<file path="src/rtl/id_pkg.sv">
// -----------------------------------------------------------------------------
// id_pkg
// Shared definitions for the MIPS-R2000 instruction-decode stage:
//   - bit positions of the R/I-type instruction fields
//   - REG_ZERO, the hard-wired zero register index
//   - id_bundle_t, the decoded ID/EX bundle at the default 32-bit / 32-register
//     configuration (the parametrised top builds its own width-matched copy)
// -----------------------------------------------------------------------------
package id_pkg;

  localparam int INST_W    = 32;

  localparam int OPCODE_MSB = 31;
  localparam int OPCODE_LSB = 26;
  localparam int OPCODE_W   = OPCODE_MSB - OPCODE_LSB + 1;

  localparam int RS_LSB     = 21;
  localparam int RT_LSB     = 16;
  localparam int RD_LSB     = 11;
  localparam int REG_FIELD_W = 5;

  localparam int IMM_MSB    = 15;
  localparam int IMM_LSB    = 0;
  localparam int IMM_W      = IMM_MSB - IMM_LSB + 1;

  localparam int FUNCT_MSB  = 5;
  localparam int FUNCT_LSB  = 0;
  localparam int FUNCT_W    = FUNCT_MSB - FUNCT_LSB + 1;

  localparam int REG_ZERO   = 0;

  // Default-configuration bundle widths
  localparam int ID_DATA_W  = 32;
  localparam int ID_ADDR_W  = 5;

  typedef struct packed {
    logic [OPCODE_W-1:0]  opcode;
    logic [FUNCT_W-1:0]   funct;
    logic [ID_ADDR_W-1:0] rs;
    logic [ID_ADDR_W-1:0] rt;
    logic [ID_ADDR_W-1:0] rd;
    logic [ID_DATA_W-1:0] imm;
    logic [ID_DATA_W-1:0] data_1;
    logic [ID_DATA_W-1:0] data_2;
  } id_bundle_t;

endpackage

</file>
<file path="src/rtl/id_regfile_pipe_regfile.sv">
// -----------------------------------------------------------------------------
// regfile_2r1w
// Architectural register file: two combinational read ports, one synchronous
// write port. Register 0 always reads zero and ignores writes.
//
// Optional build macro: ID_WB_BYPASS_EN
//   defined   - a read of the register being written this cycle returns wr_data
//   undefined - the read returns the value stored before the write
//
// Ports:
//   clk, rst               clock, synchronous active-high reset
//   rd_addr_1 / rd_data_1  read port 1
//   rd_addr_2 / rd_data_2  read port 2
//   wr_en, wr_addr, wr_data write port (ignored while rst is high)
// Reset contents: register i = i when INIT_INDEX=1, otherwise all zero.
// -----------------------------------------------------------------------------
module regfile_2r1w
  import id_pkg::*;
#(
  parameter  int DATA_W     = 32,
  parameter  int NREGS      = 32,
  parameter  int INIT_INDEX = 1,
  localparam int ADDR_W     = $clog2(NREGS)
) (
  input  logic              clk,
  input  logic              rst,
  input  logic [ADDR_W-1:0] rd_addr_1,
  output logic [DATA_W-1:0] rd_data_1,
  input  logic [ADDR_W-1:0] rd_addr_2,
  output logic [DATA_W-1:0] rd_data_2,
  input  logic              wr_en,
  input  logic [ADDR_W-1:0] wr_addr,
  input  logic [DATA_W-1:0] wr_data
);

  localparam logic [ADDR_W-1:0] ZERO_IDX = ADDR_W'(REG_ZERO);

  logic [DATA_W-1:0] regs [NREGS];
  logic              wr_live;

  assign wr_live = wr_en && (wr_addr != ZERO_IDX);

  // Write port
  always_ff @(posedge clk) begin
    if (rst) begin
      for (int i = 0; i < NREGS; i++) begin
        regs[i] <= (INIT_INDEX != 0) ? DATA_W'(i) : '0;
      end
    end else if (wr_live) begin
      regs[wr_addr] <= wr_data;
    end
  end

  // Read ports
  always_comb begin
    rd_data_1 = regs[rd_addr_1];
    rd_data_2 = regs[rd_addr_2];
`ifdef ID_WB_BYPASS_EN
    if (wr_live && (wr_addr == rd_addr_1)) rd_data_1 = wr_data;
    if (wr_live && (wr_addr == rd_addr_2)) rd_data_2 = wr_data;
`endif
    // Storage for register 0 is never written, but force zero so the read
    // value never depends on it.
    if (rd_addr_1 == ZERO_IDX) rd_data_1 = '0;
    if (rd_addr_2 == ZERO_IDX) rd_data_2 = '0;
  end

endmodule

</file>
<file path="src/rtl/id_regfile_pipe.sv">
// -----------------------------------------------------------------------------
// id_regfile_pipe
// MIPS-R2000 decode stage: splits the instruction into fields, extends the
// 16-bit immediate, reads rs/rt from the integrated register file and registers
// the decoded bundle into the ID/EX register with a valid/ready handshake,
// stall and flush.
//
// Optional build macro: ID_WB_BYPASS_EN (write-through of a same-cycle
// writeback into the operand read; see regfile_2r1w).
//
// Ports:
//   clk, rst                      clock, synchronous active-high reset
//   in_valid / in_ready / inst_in upstream handshake and instruction word
//   flush                         kill held/incoming bundle
//   wb_en / wb_addr / wb_data     register writeback
//   out_valid / out_ready         downstream handshake
//   out_opcode, out_funct         inst[31:26], inst[5:0]
//   out_rs, out_rt, out_rd        register indices (low ADDR_W bits)
//   out_imm                       extended immediate
//   out_data_1, out_data_2        operands read at rs and rt
// -----------------------------------------------------------------------------
module id_regfile_pipe
  import id_pkg::*;
#(
  parameter  int DATA_W     = 32,
  parameter  int NREGS      = 32,
  parameter  int IMM_SIGNED = 1,
  parameter  int INIT_INDEX = 1,
  localparam int ADDR_W     = $clog2(NREGS)
) (
  input  logic                clk,
  input  logic                rst,
  input  logic                in_valid,
  output logic                in_ready,
  input  logic [INST_W-1:0]   inst_in,
  input  logic                flush,
  input  logic                wb_en,
  input  logic [ADDR_W-1:0]   wb_addr,
  input  logic [DATA_W-1:0]   wb_data,
  output logic                out_valid,
  input  logic                out_ready,
  output logic [OPCODE_W-1:0] out_opcode,
  output logic [FUNCT_W-1:0]  out_funct,
  output logic [ADDR_W-1:0]   out_rs,
  output logic [ADDR_W-1:0]   out_rt,
  output logic [ADDR_W-1:0]   out_rd,
  output logic [DATA_W-1:0]   out_imm,
  output logic [DATA_W-1:0]   out_data_1,
  output logic [DATA_W-1:0]   out_data_2
);

  if (DATA_W < IMM_W) begin : g_bad_data_w
    $error("DATA_W must be at least 16");
  end
  if ((NREGS < 2) || (NREGS > 32) || ((1 << ADDR_W) != NREGS)) begin : g_bad_nregs
    $error("NREGS must be a power of two in 2..32");
  end

  localparam logic [ADDR_W-1:0] ZERO_IDX = ADDR_W'(REG_ZERO);

  typedef struct packed {
    logic [OPCODE_W-1:0] opcode;
    logic [FUNCT_W-1:0]  funct;
    logic [ADDR_W-1:0]   rs;
    logic [ADDR_W-1:0]   rt;
    logic [ADDR_W-1:0]   rd;
    logic [DATA_W-1:0]   imm;
    logic [DATA_W-1:0]   data_1;
    logic [DATA_W-1:0]   data_2;
  } bundle_t;

  // Sign- or zero-extend the immediate; a size cast of a signed operand
  // replicates its MSB, which also works at DATA_W == 16.
  function automatic logic [DATA_W-1:0] extend_imm(input logic [IMM_W-1:0] imm);
    logic signed [IMM_W-1:0] imm_s;
    imm_s = imm;
    if (IMM_SIGNED != 0) return DATA_W'(imm_s);
    return DATA_W'(imm);
  endfunction

  bundle_t           bundle_p0;
  bundle_t           bundle_p1;
  logic              vld_p1;
  logic              take_p0;
  logic              stall_p1;
  logic              wb_live;
  logic [DATA_W-1:0] rd_data_1_p0;
  logic [DATA_W-1:0] rd_data_2_p0;

  // ---- Stage p0: field extraction, immediate extension, operand read ----
  always_comb begin
    bundle_p0        = '0;
    bundle_p0.opcode = inst_in[OPCODE_MSB:OPCODE_LSB];
    bundle_p0.funct  = inst_in[FUNCT_MSB:FUNCT_LSB];
    bundle_p0.rs     = inst_in[RS_LSB +: ADDR_W];
    bundle_p0.rt     = inst_in[RT_LSB +: ADDR_W];
    bundle_p0.rd     = inst_in[RD_LSB +: ADDR_W];
    bundle_p0.imm    = extend_imm(inst_in[IMM_MSB:IMM_LSB]);
    bundle_p0.data_1 = rd_data_1_p0;
    bundle_p0.data_2 = rd_data_2_p0;
  end

  regfile_2r1w #(
    .DATA_W     (DATA_W),
    .NREGS      (NREGS),
    .INIT_INDEX (INIT_INDEX)
  ) u_regfile (
    .clk       (clk),
    .rst       (rst),
    .rd_addr_1 (bundle_p0.rs),
    .rd_data_1 (rd_data_1_p0),
    .rd_addr_2 (bundle_p0.rt),
    .rd_data_2 (rd_data_2_p0),
    .wr_en     (wb_en),
    .wr_addr   (wb_addr),
    .wr_data   (wb_data)
  );

  assign in_ready = !vld_p1 || out_ready;
  assign take_p0  = in_valid && in_ready;
  assign stall_p1 = vld_p1 && !out_ready;
  assign wb_live  = wb_en && (wb_addr != ZERO_IDX);

  // ---- Stage p1: ID/EX pipeline register ----
  always_ff @(posedge clk) begin
    if (rst) begin
      vld_p1    <= 1'b0;
      bundle_p1 <= '0;
    end else if (flush) begin
      vld_p1 <= 1'b0;
    end else if (take_p0) begin
      vld_p1    <= 1'b1;
      bundle_p1 <= bundle_p0;
    end else if (stall_p1) begin
      // A held bundle must not go stale: pick up writebacks to its sources.
      if (wb_live && (wb_addr == bundle_p1.rs)) bundle_p1.data_1 <= wb_data;
      if (wb_live && (wb_addr == bundle_p1.rt)) bundle_p1.data_2 <= wb_data;
    end else begin
      vld_p1 <= 1'b0;
    end
  end

  assign out_valid  = vld_p1;
  assign out_opcode = bundle_p1.opcode;
  assign out_funct  = bundle_p1.funct;
  assign out_rs     = bundle_p1.rs;
  assign out_rt     = bundle_p1.rt;
  assign out_rd     = bundle_p1.rd;
  assign out_imm    = bundle_p1.imm;
  assign out_data_1 = bundle_p1.data_1;
  assign out_data_2 = bundle_p1.data_2;

endmodule
</file>
<file path="config.mk">
export PLATFORM = sky130hd
export DESIGN_NAME = id_regfile_pipe
export DESIGN_NICKNAME = d
export VERILOG_FILES = /design/src/rtl/id_pkg.sv /design/src/rtl/id_regfile_pipe_regfile.sv /design/src/rtl/id_regfile_pipe.sv
export SDC_FILE = /design/constraint.sdc
export NUM_CORES = 2
export LEC_CHECK = 0
export CAP_MARGIN = 30
export CORE_MARGIN = 3
export CORE_UTILIZATION = 56
export DETAILED_ROUTE_END_ITERATION = 6
export MAX_ROUTING_LAYER = met4
export PLACE_DENSITY_LB_ADDON = 0.05
export SYNTH_ARGS = -nofsm -noshare
export SYNTH_HDL_FRONTEND = slang
export SYNTH_SLANG_ARGS = --single-unit
export TNS_END_PERCENT = 30
</file>
<file path="constraint.sdc">
create_clock -name clk -period 2.7 [get_ports clk]
set_input_delay 0.54 -clock clk [delete_from_list [all_inputs] [get_ports clk]]
set_output_delay 0.54 -clock clk [all_outputs]
set_load 0.01 [all_outputs]
</file>
==> metrics.txt <==
# TYPE chip_impl_metric gauge
chip_impl_metric{name="die_area",unit="mm2"} 0.1079
chip_impl_info{name="holdPathEnd",value="u_regfile.regs[0][16]"} 1
chip_impl_metric{name="maxCapViolCount",unit=""} 0
chip_impl_metric{name="sequentialPowerShare",unit=""} 0.478
chip_impl_metric{name="globalRoute.totalOverflow",unit=""} 0
chip_impl_metric{name="synth_fa_ha_area_frac",unit=""} 0
chip_impl_metric{name="drt_first_iter_violations",unit=""} 6456
chip_impl_metric{name="final.setup_skew",unit="ns"} 0.02709
chip_impl_metric{name="post_synth.cell_area_avg",unit="um2"} 14.41
chip_impl_metric{name="place.gp.congestion",unit=""} 0.9326
chip_impl_metric{name="fillerInstances",unit=""} 7127
chip_impl_metric{name="die_w",unit="um"} 328.4
chip_impl_metric{name="post-synth-top-area-fraction",unit=""} 0.5282
chip_impl_info{name="synthDominantAreaCellType",value="edfxtp_1"} 1
chip_impl_metric{name="static-leakage-power",unit="nW"} 24.57
chip_impl_info{name="critical_path.slowest_cell",value="nor3_1"} 1
chip_impl_metric{name="first_global_vias",unit=""} 40358
chip_impl_metric{name="finalWorstSetupSlack",unit="ns"} -0.03178
chip_impl_info{name="netlist_top_cells_area",value="edfxtp_1 (53%), mux4_2 (17%), and2_1 (9.8%)"} 1
chip_impl_info{name="timing_worst_setup_path_type",value="reg -> reg"} 1
chip_impl_metric{name="unique_cell_type_count_in_the_yosys_netlist",unit=""} 44
chip_impl_metric{name="synth_area",unit="mm2"} 0.05822
chip_impl_metric{name="worst_vdd_rail_ir_drop",unit="mV"} 0.6018
chip_impl_metric{name="grt_start_max_net_pins",unit=""} 65
chip_impl_info{name="worst_hold_startpoint",value="rst"} 1
chip_impl_info{name="crit_top_cell",value="buf_4"} 1
chip_impl_metric{name="wire_length_of_the_first_global_routing_pass",unit="um"} 289400
chip_impl_info{name="post_synth_most_frequent_cells",value="edfxtp_1 (1024), and2_1 (915), mux4_2 (448)"} 1
chip_impl_metric{name="powerDensity",unit="mW/mm2"} 617.2
chip_impl_metric{name="synthesis.yosys.warnings",unit=""} 0
chip_impl_metric{name="dpl_worst_slack",unit="ns"} -0.6953
chip_impl_info{name="ctsRootBufferMaster",value="clkbuf_16"} 1
chip_impl_metric{name="cts_num_sinks",unit=""} 1121
chip_impl_metric{name="postLayoutCellArea",unit="mm2"} 0.06948
chip_impl_metric{name="count_of_endpoints_failing_hold_in_the_final_timing_report",unit=""} 0
chip_impl_metric{name="report.power.total",unit="mW"} 42.89
chip_impl_metric{name="slew_violations",unit=""} 0
chip_impl_metric{name="vias_per_cell",unit=""} 6.863
chip_impl_metric{name="cellInternalPower",unit="mW"} 32.19
chip_impl_info{name="failed_checks",value="setup timing"} 1
chip_impl_info{name="kind_of_capture_point_of_the_worst_setup_path",value="flip-flop"} 1
chip_impl_info{name="post-synth-top-count-cell",value="edfxtp_1"} 1
chip_impl_metric{name="cts-htree-levels",unit=""} 3
chip_impl_metric{name="worstSkewPairLatency",unit="ns"} 0.72
chip_impl_metric{name="finalSetupViolations",unit=""} 2
chip_impl_metric{name="io_pins",unit=""} 200
chip_impl_metric{name="layout_worst_path_cycle_share",unit=""} 1.012
chip_impl_info{name="unrepaired_setup_endpoints_after_global_routing",value="no"} 1
chip_impl_metric{name="fraction_of_registers_with_async_set_reset",unit=""} 0
chip_impl_info{name="synth-main-ff-cell",value="edfxtp_1"} 1
chip_impl_metric{name="cts_buffer_count",unit=""} 119
chip_impl_metric{name="dp_hpwl",unit="um"} 138600
chip_impl_metric{name="crit_required",unit="ns"} 3.31
chip_impl_info{name="worstReg2RegEnd",value="out_data_2[10]"} 1
chip_impl_metric{name="synth_compound_area_frac",unit=""} 0.05650
chip_impl_metric{name="slew-limit-headroom",unit=""} 0.2963
chip_impl_metric{name="grt.total_usage",unit=""} 0.3880
chip_impl_metric{name="drt.antenna.violating_nets",unit=""} 0
chip_impl_metric{name="power_frac_comb",unit=""} 0.135
chip_impl_metric{name="max_clock_freq",unit="MHz"} 366.1
chip_impl_metric{name="route.vias.total",unit=""} 40403
chip_impl_metric{name="final_net_count",unit=""} 4480
chip_impl_metric{name="clock_network_fraction_of_total_power",unit=""} 0.387
chip_impl_metric{name="vertical_die_dimension",unit="um"} 328.4
chip_impl_metric{name="port_buffers",unit=""} 199
chip_impl_metric{name="worst-slew-pin-transition",unit="ns"} 1.029
chip_impl_metric{name="post_place_cell_area",unit="mm2"} 0.06553
chip_impl_metric{name="wire_per_inst",unit="um"} 34.46
chip_impl_info{name="largest_family_of_logic_cells_by_synthesized_area",value="multiplexers"} 1
chip_impl_metric{name="worstHoldPathCells",unit=""} 1
chip_impl_info{name="worst_setup_path_start_kind",value="flip-flop"} 1
chip_impl_metric{name="reg2reg_setup_slack",unit="ns"} -0.03
chip_impl_metric{name="fraction_of_final_layout_cells_sized_beyond_drive_strength_1",unit=""} 0.2682
chip_impl_metric{name="start_util",unit=""} 0.5681
chip_impl_metric{name="synthToLayoutAreaGrowth",unit="%"} 19.34
chip_impl_metric{name="yosys_register_bits",unit=""} 1121
chip_impl_info{name="hold_path.class",value="in -> reg"} 1
chip_impl_metric{name="total_detailed_routing_wirelength",unit="um"} 202900
chip_impl_info{name="critical_path_cell_by_cell",value="nor2b_1 -> inv_1 -> nand3_2 -> buf_12 -> buf_4 -> nor3_1 -> a2111oi_1 -> clkdlybuf4s15_2 -> buf_4 -> a211oi_1"} 1
chip_impl_metric{name="netlist_instances",unit=""} 4041
chip_impl_metric{name="power.switching_fraction",unit=""} 0.2493
chip_impl_metric{name="synth_xor_area_frac",unit=""} 0.001504
chip_impl_metric{name="power_switching",unit="mW"} 10.69
chip_impl_metric{name="share_of_synthesized_area_occupied_by_flip_flops_and_latches",unit=""} 0.5615
chip_impl_metric{name="finalCriticalPeriod",unit="ns"} 2.732
chip_impl_metric{name="yosys-mux-area-fraction",unit=""} 0.2074
chip_impl_info{name="tritoncts_clock_tree",value="built"} 1
chip_impl_metric{name="cpPeakStageDelay",unit="ns"} 0.63
chip_impl_info{name="worstReg2RegStart",value="out_valid"} 1
chip_impl_metric{name="detailedRoute.firstPassIterationCount",unit=""} 6
chip_impl_metric{name="grt_antenna_before_repair",unit=""} 23
chip_impl_metric{name="fp.coreArea",unit="mm2"} 0.1025
chip_impl_metric{name="worstPathMaxFanout",unit=""} 10
chip_impl_info{name="status",value="finished with violations"} 1
chip_impl_metric{name="worstRegToRegCells",unit=""} 10
chip_impl_metric{name="clock_tree.buffer_depth",unit=""} 3
chip_impl_metric{name="clk_transition_reported_paths",unit="ns"} 0.06
chip_impl_metric{name="drc",unit=""} 0
chip_impl_metric{name="critPathArrivalTime",unit="ns"} 3.35
chip_impl_metric{name="synth_simple_gate_area_frac",unit=""} 0.1348
chip_impl_metric{name="rows",unit=""} 117
chip_impl_metric{name="synth_edf_count",unit=""} 1024
-- routing by layer --
metal	vias to the layer above	track usage	wire (um)
met4	0	0.1152	6702
met3	455	0.1214	28430
li1	16314	-	-
met1	20705	0.5228	75610
met2	2929	0.5722	92130
met5	-	-	0
-- layout by cell type, fill, tap and decap left out, types with 37 or more instances in the layout --
cell type	instances
clkdlybuf4s50_1	190
a311oi_1	41
a22o_1	62
nor3_1	57
mux4_2	448
dfxtp_1	97
o22ai_1	86
buf_4	344
a21oi_1	96
edfxtp_1	1024
a2111oi_0	46
buf_12	147
mux2i_1	198
nand2_1	101
or3_1	121
nor2_1	37
a211oi_1	70
clkbuf_16	122
and2_1	913
-- layout make-up --
class	instances	area [um2]	area share
well taps	1368	1712	0.02464
multi-input cells	2468	23580	0.3393
clock buffers	150	3218	0.04632
clock inverters	70	688.2	0.009905
repair buffers	692	7545	0.1086
flip-flops and latches	1121	32690	0.4705
inverters	3	11.26	0.0001621
diodes	15	37.54	0.0005402
-- how the worst max path moves through the flow --
| stage | cells after the start | endpoint | startpoint |
|---|---|---|---|
| after floorplan | 6 | u_regfile.regs[11][0] | wb_addr[1] |
| after global placement | 9 | out_data_2[15] | inst_in[16] |
| after detailed placement | 10 | out_data_2[18] | inst_in[16] |
| after CTS | 4 | in_ready | out_valid |
| after global routing | 4 | in_ready | out_valid |
| final | 10 | out_data_2[10] | out_valid |
-- cell families (layout without fill, tap and decap cells) --
group | count (synthesis) | after routing
other | 1 | 47
muxes | 646 | 646
AOI/OAI and AO/OA | 448 | 448
xor gates and xnor gates | 10 | 10
buffers and inverters | 483 | 915
DFF | 1121 | 1121
and+or+nand+nor | 1332 | 1332
-- power by group through the flow --
stage,sequential (mW),clock [mW],combinational [mW]
floorplan,20.6,0,3.00
global placement,20.7,0,5.60
detailed placement,20.8,0,5.67
CTS,20.5,16.7,5.69
global route,20.6,17.4,6.00
finish,20.5,16.6,5.80
-- flip-flops by register name, summed over array words and instances (netlist names) --
register / count
u_regfile.regs: 1024
out_data_1: 32
out_data_2: 32
out_imm: 6
out_opcode: 6
out_funct: 5
out_rd: 5
out_rs: 5
out_rt: 5
out_valid: 1
-- metrics by stage --
step                utilization  hold slack (ns)  setup TNS, ns  instances
detailed placement       0.6395           0.4511        -216.87       5652
global route             0.6780          0.09990              0       5886
CTS                      0.6776          0.09421              0       5872
finish                   0.6780           0.1418       -0.05114       5887
global placement         0.6393           0.4422        -211.26       5649
floorplan                     -           0.4805              0       4072
-- critical path: cells and delay by family (launching register included) --
family | cells | cell delay [ns]
buf+inv | 5 | 1.00
simple gates | 3 | 0.91
compound gates | 2 | 0.41
flops | 1 | 0.31
-- timing repair --
item,CTS,global route
gates resized for setup,1,1
buffers inserted,0,0
endpoints found under the setup margin,1,1
hold buffers,0,0
No activity file was read; power rests on OpenSTA's default activity.
